File: config.mk
export PLATFORM = sky130hd
export DESIGN_NAME = instr_encoder_flat
export DESIGN_NICKNAME = d
export VERILOG_FILES = /design/src/rtl/instr_encoder_if.sv /design/src/rtl/instr_encoder.sv /design/src/flat_wrapper.sv
export SDC_FILE = /design/constraint.sdc
export NUM_CORES = 1
export LEC_CHECK = 0
export ABC_AREA = 0
export BUFFER_PORTS_ARGS = -buffer_cell sky130_fd_sc_hd__buf_2
export CAP_MARGIN = 20
export CORE_ASPECT_RATIO = 0.5
export CORE_UTILIZATION = 30
export CTS_CLUSTER_DIAMETER = 30
export DETAILED_ROUTE_END_ITERATION = 8
export PLACE_DENSITY = 0.55
export SLEW_MARGIN = 20
export SYNTH_ARGS = -nofsm -noshare
export SYNTH_HDL_FRONTEND = slang
export SYNTH_SLANG_ARGS = --single-unit
File: constraint.sdc
create_clock -name clk -period 14 [get_ports clk]
set_input_delay 2.8 -clock clk [delete_from_list [all_inputs] [get_ports clk]]
set_output_delay 2.8 -clock clk [all_outputs]
set_load 0.01 [all_outputs]
File: src/rtl/instr_encoder_if.sv
// Command and instruction-memory write bus for instr_encoder.
// The slave modport is the encoder's view; master is the loader/bench side.
interface instr_encoder_if;
  logic        cmd_valid;
  logic        cmd_ready;
  logic [3:0]  cmd_kind;
  logic [4:0]  cmd_rs;
  logic [4:0]  cmd_rt;
  logic [4:0]  cmd_rd;
  logic [15:0] cmd_imm;
  logic [25:0] cmd_target;
  logic        im_we;
  logic        im_ready;
  logic [31:0] im_addr;
  logic [31:0] im_wdata;
  logic [15:0] word_count;
  logic        illegal;

  modport master (
    output cmd_valid, cmd_kind, cmd_rs, cmd_rt, cmd_rd, cmd_imm, cmd_target, im_ready,
    input  cmd_ready, im_we, im_addr, im_wdata, word_count, illegal
  );

  modport slave (
    input  cmd_valid, cmd_kind, cmd_rs, cmd_rt, cmd_rd, cmd_imm, cmd_target, im_ready,
    output cmd_ready, im_we, im_addr, im_wdata, word_count, illegal
  );
endinterface

File: src/rtl/instr_encoder.sv
// Encodes symbolic commands into MIPS words, queues them, and streams them into IM from BASE_ADDR.
// Optional DELAY_SLOT_NOP_EN: BEQ/JR/JAL also enqueue a trailing NOP word.
module instr_encoder #(
  parameter int          DEPTH     = 8,
  parameter logic [31:0] BASE_ADDR = 32'h0000_3000
) (
  input logic clk,
  input logic reset,
  input logic restart,
  instr_encoder_if.slave bus
);
  localparam int PW = $clog2(DEPTH);
`ifdef DELAY_SLOT_NOP_EN
  localparam int NEED = 2;
`else
  localparam int NEED = 1;
`endif

  logic [31:0]   mem [DEPTH];
  logic [PW-1:0] wrPtr;
  logic [PW-1:0] rdPtr;
  logic [PW:0]   count;
  logic [PW:0]   freeSlots;
  logic [PW:0]   pushCount;
  logic [31:0]   imAddr;
  logic [15:0]   wordCount;
  logic          illegalPulse;
  logic [31:0]   encWord;
  logic          kindLegal;
  logic          isBranch;
  logic          accept;
  logic          push;
  logic          pushTwo;
  logic          pop;

  always_comb begin
    encWord   = 32'h0;
    kindLegal = 1'b1;
    isBranch  = 1'b0;
    case (bus.cmd_kind)
      4'd0: encWord = {6'h00, bus.cmd_rs, bus.cmd_rt, bus.cmd_rd, 5'b0, 6'h20};
      4'd1: encWord = {6'h00, bus.cmd_rs, bus.cmd_rt, bus.cmd_rd, 5'b0, 6'h22};
      4'd2: begin
        encWord  = {6'h00, bus.cmd_rs, 15'b0, 6'h08};
        isBranch = 1'b1;
      end
      4'd3: encWord = 32'h0;
      4'd4: encWord = {6'h0D, bus.cmd_rs, bus.cmd_rt, bus.cmd_imm};
      4'd5: encWord = {6'h23, bus.cmd_rs, bus.cmd_rt, bus.cmd_imm};
      4'd6: encWord = {6'h2B, bus.cmd_rs, bus.cmd_rt, bus.cmd_imm};
      4'd7: begin
        encWord  = {6'h04, bus.cmd_rs, bus.cmd_rt, bus.cmd_imm};
        isBranch = 1'b1;
      end
      4'd8: encWord = {6'h0F, 5'b0, bus.cmd_rt, bus.cmd_imm};
      4'd9: begin
        encWord  = {6'h03, bus.cmd_target};
        isBranch = 1'b1;
      end
      default: kindLegal = 1'b0;
    endcase
  end

  // Ready reserves the worst-case entry count so it never depends on the offered command.
  assign freeSlots     = (PW+1)'(DEPTH) - count;
  assign bus.cmd_ready = !reset && !restart && (freeSlots >= (PW+1)'(NEED));
  assign accept        = bus.cmd_valid && bus.cmd_ready;
  assign push          = accept && kindLegal;
`ifdef DELAY_SLOT_NOP_EN
  assign pushTwo       = push && isBranch;
`else
  assign pushTwo       = 1'b0;
`endif
  assign pushCount     = (PW+1)'(push) + (PW+1)'(pushTwo);
  assign bus.im_we     = (count != '0);
  assign pop           = bus.im_we && bus.im_ready;
  assign bus.im_wdata  = bus.im_we ? mem[rdPtr] : 32'h0;
  assign bus.im_addr   = imAddr;
  assign bus.word_count = wordCount;
  assign bus.illegal   = illegalPulse;

  // Storage needs no reset: the empty flag masks stale contents.
  always_ff @(posedge clk) begin
    if (push) mem[wrPtr] <= encWord;
    if (pushTwo) mem[wrPtr + 1'b1] <= 32'h0;
  end

  always_ff @(posedge clk) begin
    if (reset || restart) begin
      wrPtr        <= '0;
      rdPtr        <= '0;
      count        <= '0;
      imAddr       <= BASE_ADDR;
      wordCount    <= 16'h0;
      illegalPulse <= 1'b0;
    end else begin
      wrPtr        <= wrPtr + pushCount[PW-1:0];
      count        <= count + pushCount - (PW+1)'(pop);
      illegalPulse <= accept && !kindLegal;
      if (pop) begin
        rdPtr  <= rdPtr + 1'b1;
        imAddr <= imAddr + 32'd4;
        if (wordCount != 16'hFFFF) wordCount <= wordCount + 16'd1;
      end
    end
  end
endmodule
File: src/flat_wrapper.sv
// flat-port wrapper written by rule: the top's interface ports become plain ports
module instr_encoder_flat 
#(
  parameter int          DEPTH     = 8,
  parameter logic [31:0] BASE_ADDR = 32'h0000_3000
)
  (clk, reset, restart, bus_cmd_valid, bus_cmd_kind, bus_cmd_rs, bus_cmd_rt, bus_cmd_rd, bus_cmd_imm, bus_cmd_target, bus_im_ready, bus_cmd_ready, bus_im_we, bus_im_addr, bus_im_wdata, bus_word_count, bus_illegal);
  instr_encoder_if bus_i ();
  input logic clk;
  input logic reset;
  input logic restart;
  input wire logic [$bits(bus_i.cmd_valid)-1:0] bus_cmd_valid;
  input wire logic [$bits(bus_i.cmd_kind)-1:0] bus_cmd_kind;
  input wire logic [$bits(bus_i.cmd_rs)-1:0] bus_cmd_rs;
  input wire logic [$bits(bus_i.cmd_rt)-1:0] bus_cmd_rt;
  input wire logic [$bits(bus_i.cmd_rd)-1:0] bus_cmd_rd;
  input wire logic [$bits(bus_i.cmd_imm)-1:0] bus_cmd_imm;
  input wire logic [$bits(bus_i.cmd_target)-1:0] bus_cmd_target;
  input wire logic [$bits(bus_i.im_ready)-1:0] bus_im_ready;
  output wire logic [$bits(bus_i.cmd_ready)-1:0] bus_cmd_ready;
  output wire logic [$bits(bus_i.im_we)-1:0] bus_im_we;
  output wire logic [$bits(bus_i.im_addr)-1:0] bus_im_addr;
  output wire logic [$bits(bus_i.im_wdata)-1:0] bus_im_wdata;
  output wire logic [$bits(bus_i.word_count)-1:0] bus_word_count;
  output wire logic [$bits(bus_i.illegal)-1:0] bus_illegal;
  assign bus_i.cmd_valid = bus_cmd_valid;
  assign bus_i.cmd_kind = bus_cmd_kind;
  assign bus_i.cmd_rs = bus_cmd_rs;
  assign bus_i.cmd_rt = bus_cmd_rt;
  assign bus_i.cmd_rd = bus_cmd_rd;
  assign bus_i.cmd_imm = bus_cmd_imm;
  assign bus_i.cmd_target = bus_cmd_target;
  assign bus_i.im_ready = bus_im_ready;
  assign bus_cmd_ready = bus_i.cmd_ready;
  assign bus_im_we = bus_i.im_we;
  assign bus_im_addr = bus_i.im_addr;
  assign bus_im_wdata = bus_i.im_wdata;
  assign bus_word_count = bus_i.word_count;
  assign bus_illegal = bus_i.illegal;
  instr_encoder #(.DEPTH(DEPTH), .BASE_ADDR(BASE_ADDR)) u_core (.clk(clk), .reset(reset), .restart(restart), .bus(bus_i));
endmodule
Word level (Yosys, flattened, before mapping):

Memory sizes are Yosys's and may differ from the RTL's. A register that Yosys moved wholly into a read port is not among the register bits.
Index checks and enable logic that the tools add are counted.

* mux-type cells: 7
* order comparisons: 1
* reduce and logical (&&, ||, !) cells: 14
* eq/ne operators: 10
* add/sub/neg operators: 7

Operator list (count)
* 32-bit case mux with 9 select lines: 1
* 32-bit by 3-bit adder with 32-bit output (second input constant): 1
* 32-bit two-way mux: 1
* 16-bit by 1-bit adder with 16-bit output (second input constant): 1
* 4-bit by 3-bit equality test with 1-bit output (second input constant): 4
* 16-bit inequality test (second input constant): 1
* 10-bit OR reduction: 1
* 4-bit by 2-bit equality test with 1-bit output (second input constant): 2
* 4-bit equality test (second input constant): 2
* 1-bit logical AND: 6
* 3-bit two-way mux: 2
* 4-bit by 1-bit adder with 4-bit output: 1
* 4-bit by 1-bit equality test with 1-bit output (second input constant): 1
* 4-bit by 1-bit >= comparator with 1-bit output (second input constant): 1
* 4-bit zero test: 1
* 4-bit nonzero test: 1
* 4-bit by 1-bit subtractor with 4-bit output: 1
* 4-bit subtractor (first input constant): 1
* 3-bit by 1-bit adder with 3-bit output: 1
* 3-bit by 1-bit adder with 3-bit output (second input constant): 1
* 1-bit zero test: 3
* 1-bit two-way mux: 3
* 2-bit AND reduction: 1
* 1-bit logical OR: 1

* bits in registers: 59
* output and inout port bits: 83
* RAM bits: 256
* logic and storage cells: 46
* memories kept: 1
* bits of input ports: 66

Memory list
* u_core.mem: words 8, width 32, rd ports 1, clocked after memory_dff 1, wr ports 1, RTL line instr_encoder.sv:19 `logic [31:0] mem [DEPTH];`

Longest topological paths before layout:

* depth after elaboration: 7
* gate-level depth with buffers: 15
* mapped depth without buffers: 13

Worst setup path after synthesis:

Ideal clock, no wire load.

* path type: input to register
* start point: in restart
* end point: mem u_core.mem[0][0] (enable)
* setup time: 0.458 ns
* stages on the path: 5
* setup slack: 7.476 ns
* arrival time: 6.066 ns
* buffers on the path: 1
* required time: 13.542 ns
* cells stage by stage: or2_2 clkbuf_1 a41oi_1 nand4b_1 nor3_1

* cells in the longest elaborated chain, start to end: 7

RTL lines
* start, declared: RTL line flat_wrapper.sv:11 `input logic restart;`
* 1-bit zero test: RTL line instr_encoder.sv:66 `assign bus.cmd_ready = !reset && !restart && (freeSlots >= (PW+1)'(NEED));`
* 1-bit logical AND (2 in series): RTL line instr_encoder.sv:66
* via bus_cmd_ready: RTL line flat_wrapper.sv:20 `output wire logic [$bits(bus_i.cmd_ready)-1:0] bus_cmd_ready;`
* 1-bit logical AND: RTL line instr_encoder.sv:67 `assign accept = bus.cmd_valid && bus.cmd_ready;`
* 1-bit logical AND: RTL line instr_encoder.sv:68 `assign push = accept && kindLegal;`
* 1-bit two-way mux: RTL line instr_encoder.sv:84 `if (push) mem[wrPtr] <= encWord;`
* 1-bit two-way mux (not written as such): RTL line instr_encoder.sv:84
* end, declared: RTL line instr_encoder.sv:19

The timed path passes the listed nets, and every way through them passes these cells.

Worst setup path in the final report:

* start point: in restart
* end point: out bus_cmd_ready

* cells in the longest elaborated chain, start to end: 3

RTL lines (RTL line)
* 1-bit zero test: instr_encoder.sv:66
* 1-bit logical AND (2 in series): instr_encoder.sv:66
* end, declared: flat_wrapper.sv:20

Every way passes these cells.

==> results.py <==
metrics = {
    "run_status": {
        "status": "finished, final reports clean",
    },
    "logic_synthesis": {
        "synth_area_leaders": "edfxtp_1 58%, mux4_2 11%, dfxtp_1 9.4%",
        "synth-warning-count": 0,
        "async_reset_ff_share_pct": 0,
        "synth_top_area_share_pct": 57.99,
        "synthSimpleGateAreaFrac_pct": 8.856,
        "yosysMostFrequentCell": "edfxtp_1",
        "synth_cells": 820,
        "synth_edf_count": 248,
        "netlist_top_cells_count": "248 x edfxtp_1, 62 x mux4_2, 60 x dfxtp_1, 59 x nor2_1, 38 x mux2i_1",
        "synth_xor_area_share_pct": 1.023,
        "synthMuxAreaShare_pct": 13.83,
        "yosysUniqueCellTypes": 52,
        "synth_area_per_cell_um2": 15.66,
        "synth-seq-area-share_pct": 67.34,
        "synth_top_cell_by_area": "edfxtp_1",
        "syn-cell-area_mm2": 0.01284,
        "synth_compound_area_share_pct": 5.475,
        "synth_top_family_by_area": "multiplexers",
        "yosys_most_used_dff": "edfxtp_1",
        "ys_ff_latch": 308,
        "synth_fa_ha_area_share_pct": 1.228,
    },
    "sta": {
        "fin_setup_tns_ns": 0,
        "whs_ns": 0.4760,
        "fin_ws_ns": 7.010,
        "slew_headroom_pct": 35.89,
        "fmax_ghz": 0.1431,
        "hold_viol": 0,
        "slew_viol_final": 0,
        "fin_skew_ns": 0.03169,
        "rsz0062_at_grt": "no",
        "fin_crit_sh_pct": 49.93,
        "setup-violations-final": 0,
        "tightest_slew_ns": 0.9617,
        "fin_crit_ns": 6.990,
    },
    "power": {
        "power.density_mw_per_mm2": 158.7,
        "intPower_uw": 1874,
        "p_comb_share_pct": 13.3,
        "sw_frac_of_total_pct": 25.58,
        "p_switching_uw": 644.4,
        "p_seq_share_pct": 40.3,
        "irDropWorstVdd_uv": 86.12,
        "power.total_uw": 2519,
        "leakage_uw": 0.005392,
        "clkPwrFrac_pct": 46.3,
    },
    "placement": {
        "io_buffers": 145,
        "placed_area_mm2": 0.01427,
        "dp_slack_ns": 7.006,
        "place_congestion": 0.7544,
        "hpwl_um": 17790,
    },
    "worst_setup_path": {
        "crit_required_ns": 11.20,
        "critical_path_class": "primary input to output pin",
        "worstSetupStartpointType": "primary input",
        "reg2reg_from": "u_core.count[1]",
        "worstSetupEndpointType": "output pin",
        "rrSetupSlack_ns": 10.93,
        "regToRegEndpoint": "u_core.mem[2][26]",
        "cp_data_arrival_time_ns": 4.19,
        "crit_path_end": "bus_cmd_ready",
        "reg2reg_depth": 7,
        "startpoint": "restart",
        "cp_max_fo": 44,
    },
    "layout": {
        "area_delta_synth_final_pct": 23.58,
        "fillers": 3924,
        "n_antenna_cell": 0,
        "fin_area_mm2": 0.01587,
        "multi_input_area_mm2": 0.003983,
        "seq_area_mm2": 0.008655,
        "drive_gt1_share_pct": 30.95,
        "num-nets-final": 1062,
    },
    "cts": {
        "post_cts_resized": 0,
        "htreeDepth": 2,
        "numCtsBuffers": 47,
        "clock_sinks": 308,
        "clock_latency_ns": 0.56,
        "cts-hold-fix-buffers": 0,
        "cts_tree": "done",
        "root_buffer": "clkbuf_16",
        "postCtsSetupRepairBufs": 0,
        "clock_path_buffers": 3,
        "path_clk_slew_ns": 0.05,
    },
    "grt": {
        "grt_pass1_wl_um": 45040,
        "grt_pass1_vias": 7939,
        "grt_remaining_overflow": 0,
        "grt_use_total_pct": 13.39,
        "grt_max_degree": 63,
        "antenna_found_initial": 0,
    },
    "detailed_routing": {
        "vias": 7829,
        "final_antenna_net_count": 0,
        "drtIter0Drc": 517,
        "via_per_inst": 4.899,
        "wl_um": 29670,
        "drcViolationCount": 0,
        "wl_per_cell_um": 18.57,
        "dr.pass1.iters": 5,
    },
    "die": {
        "coreArea_mm2": 0.04211,
        "initial_core_util_pct": 30.50,
        "row_count": 53,
        "dieArea_mm2": 0.04369,
        "die_width_um": 294.6,
        "io_pins": 149,
        "die_h_um": 148.3,
    },
    "run": {
        "maxCapViolCount": 0,
    },
    "hold_path": {
        "hold_path.class": "register to register",
    },
}
## cells by family after synthesis
family	after synthesis
flip-flops	308
AND/OR/NAND/NOR	211
AO/OA/AOI/OAI	106
multiplexers	100
buffers and inverters	67
XOR/XNOR	15
adder cells (fa/ha/maj)	12
other	1
## state kept, by name (all words and copies together) (netlist names), named ones only
name,cells
u_core.bus.word_count,16
u_core.count,4
u_core.bus.im_addr,30
u_core.bus.illegal,1
u_core.mem,248
u_core.rdPtr,3
u_core.wrPtr,3
## cell usage in the layout (no fill, tap or decap), drive strengths merged, types with 11 or more instances in the layout
cell type,instances
a21oi,37
a22o,14
buf,161
clkbuf,57
clkinv,11
dfxtp,60
edfxtp,248
ha,11
inv,24
mux2i,38
mux4,62
nand2,35
nand3,15
nand4,14
nor2,59
o21ai,15
o31ai,20
or3,14
or4,21
## power groups by stage
stage          Combinational [uW]  Clock (uW)  Sequential [uW]
6_report                      336        1170             1020
3_5_place_dp                  344           0             1030
4_1_cts                       345        1190             1020
2_1_floorplan                 213           0             1030
5_1_grt                       372        1220             1020
3_3_place_gp                  339           0             1030
## layer usage
metal  share of wire (%)  GRT usage, %  wire length (um)  up-vias
met5                   0             0                 0        -
met4                 2.3         4.271               675        0
met3                 4.5         2.974              1328       58
met2                  52         23.92             15300      172
met1                  42         16.09             12370     3992
li1                    -             -                 -     3607
## area by class of cell
class / instances / area share [%]
Tap cell: 577 / 4.549
Clock inverter: 29 / 2.310
Timing Repair Buffer: 161 / 5.353
Clock buffer: 57 / 7.710
Inverter: 19 / 0.4494
Multi-Input combinational cell: 447 / 25.09
Sequential cell: 308 / 54.53
## through the flow
step                cells  utilization [%]
finish               1598            37.69
global route         1598            37.69
CTS                  1598            37.67
detailed placement   1512            33.89
global placement     1512            33.89
floorplan             822                -
## critical path, stage by stage
cell and delay, ns:
buf_2 0.14, or2_2 0.29, buf_4 0.28, a41oi_1 0.43, buf_2 0.22
## worst min path at each step
stage	slack, ns	end	depth (start not counted)	from
2_1_floorplan	0.45	register	2	u_core.rdPtr[1]
3_3_place_gp	0.46	u_core.bus.im_addr[31]	2	u_core.bus.im_addr[31]
3_5_place_dp	0.48	register	2	u_core.rdPtr[1]
4_1_cts	0.48	register	2	u_core.rdPtr[1]
5_1_grt	0.51	register	2	u_core.rdPtr[1]
6_report	0.48	register	2	u_core.rdPtr[1]
(Power assumes the default switching activity.)
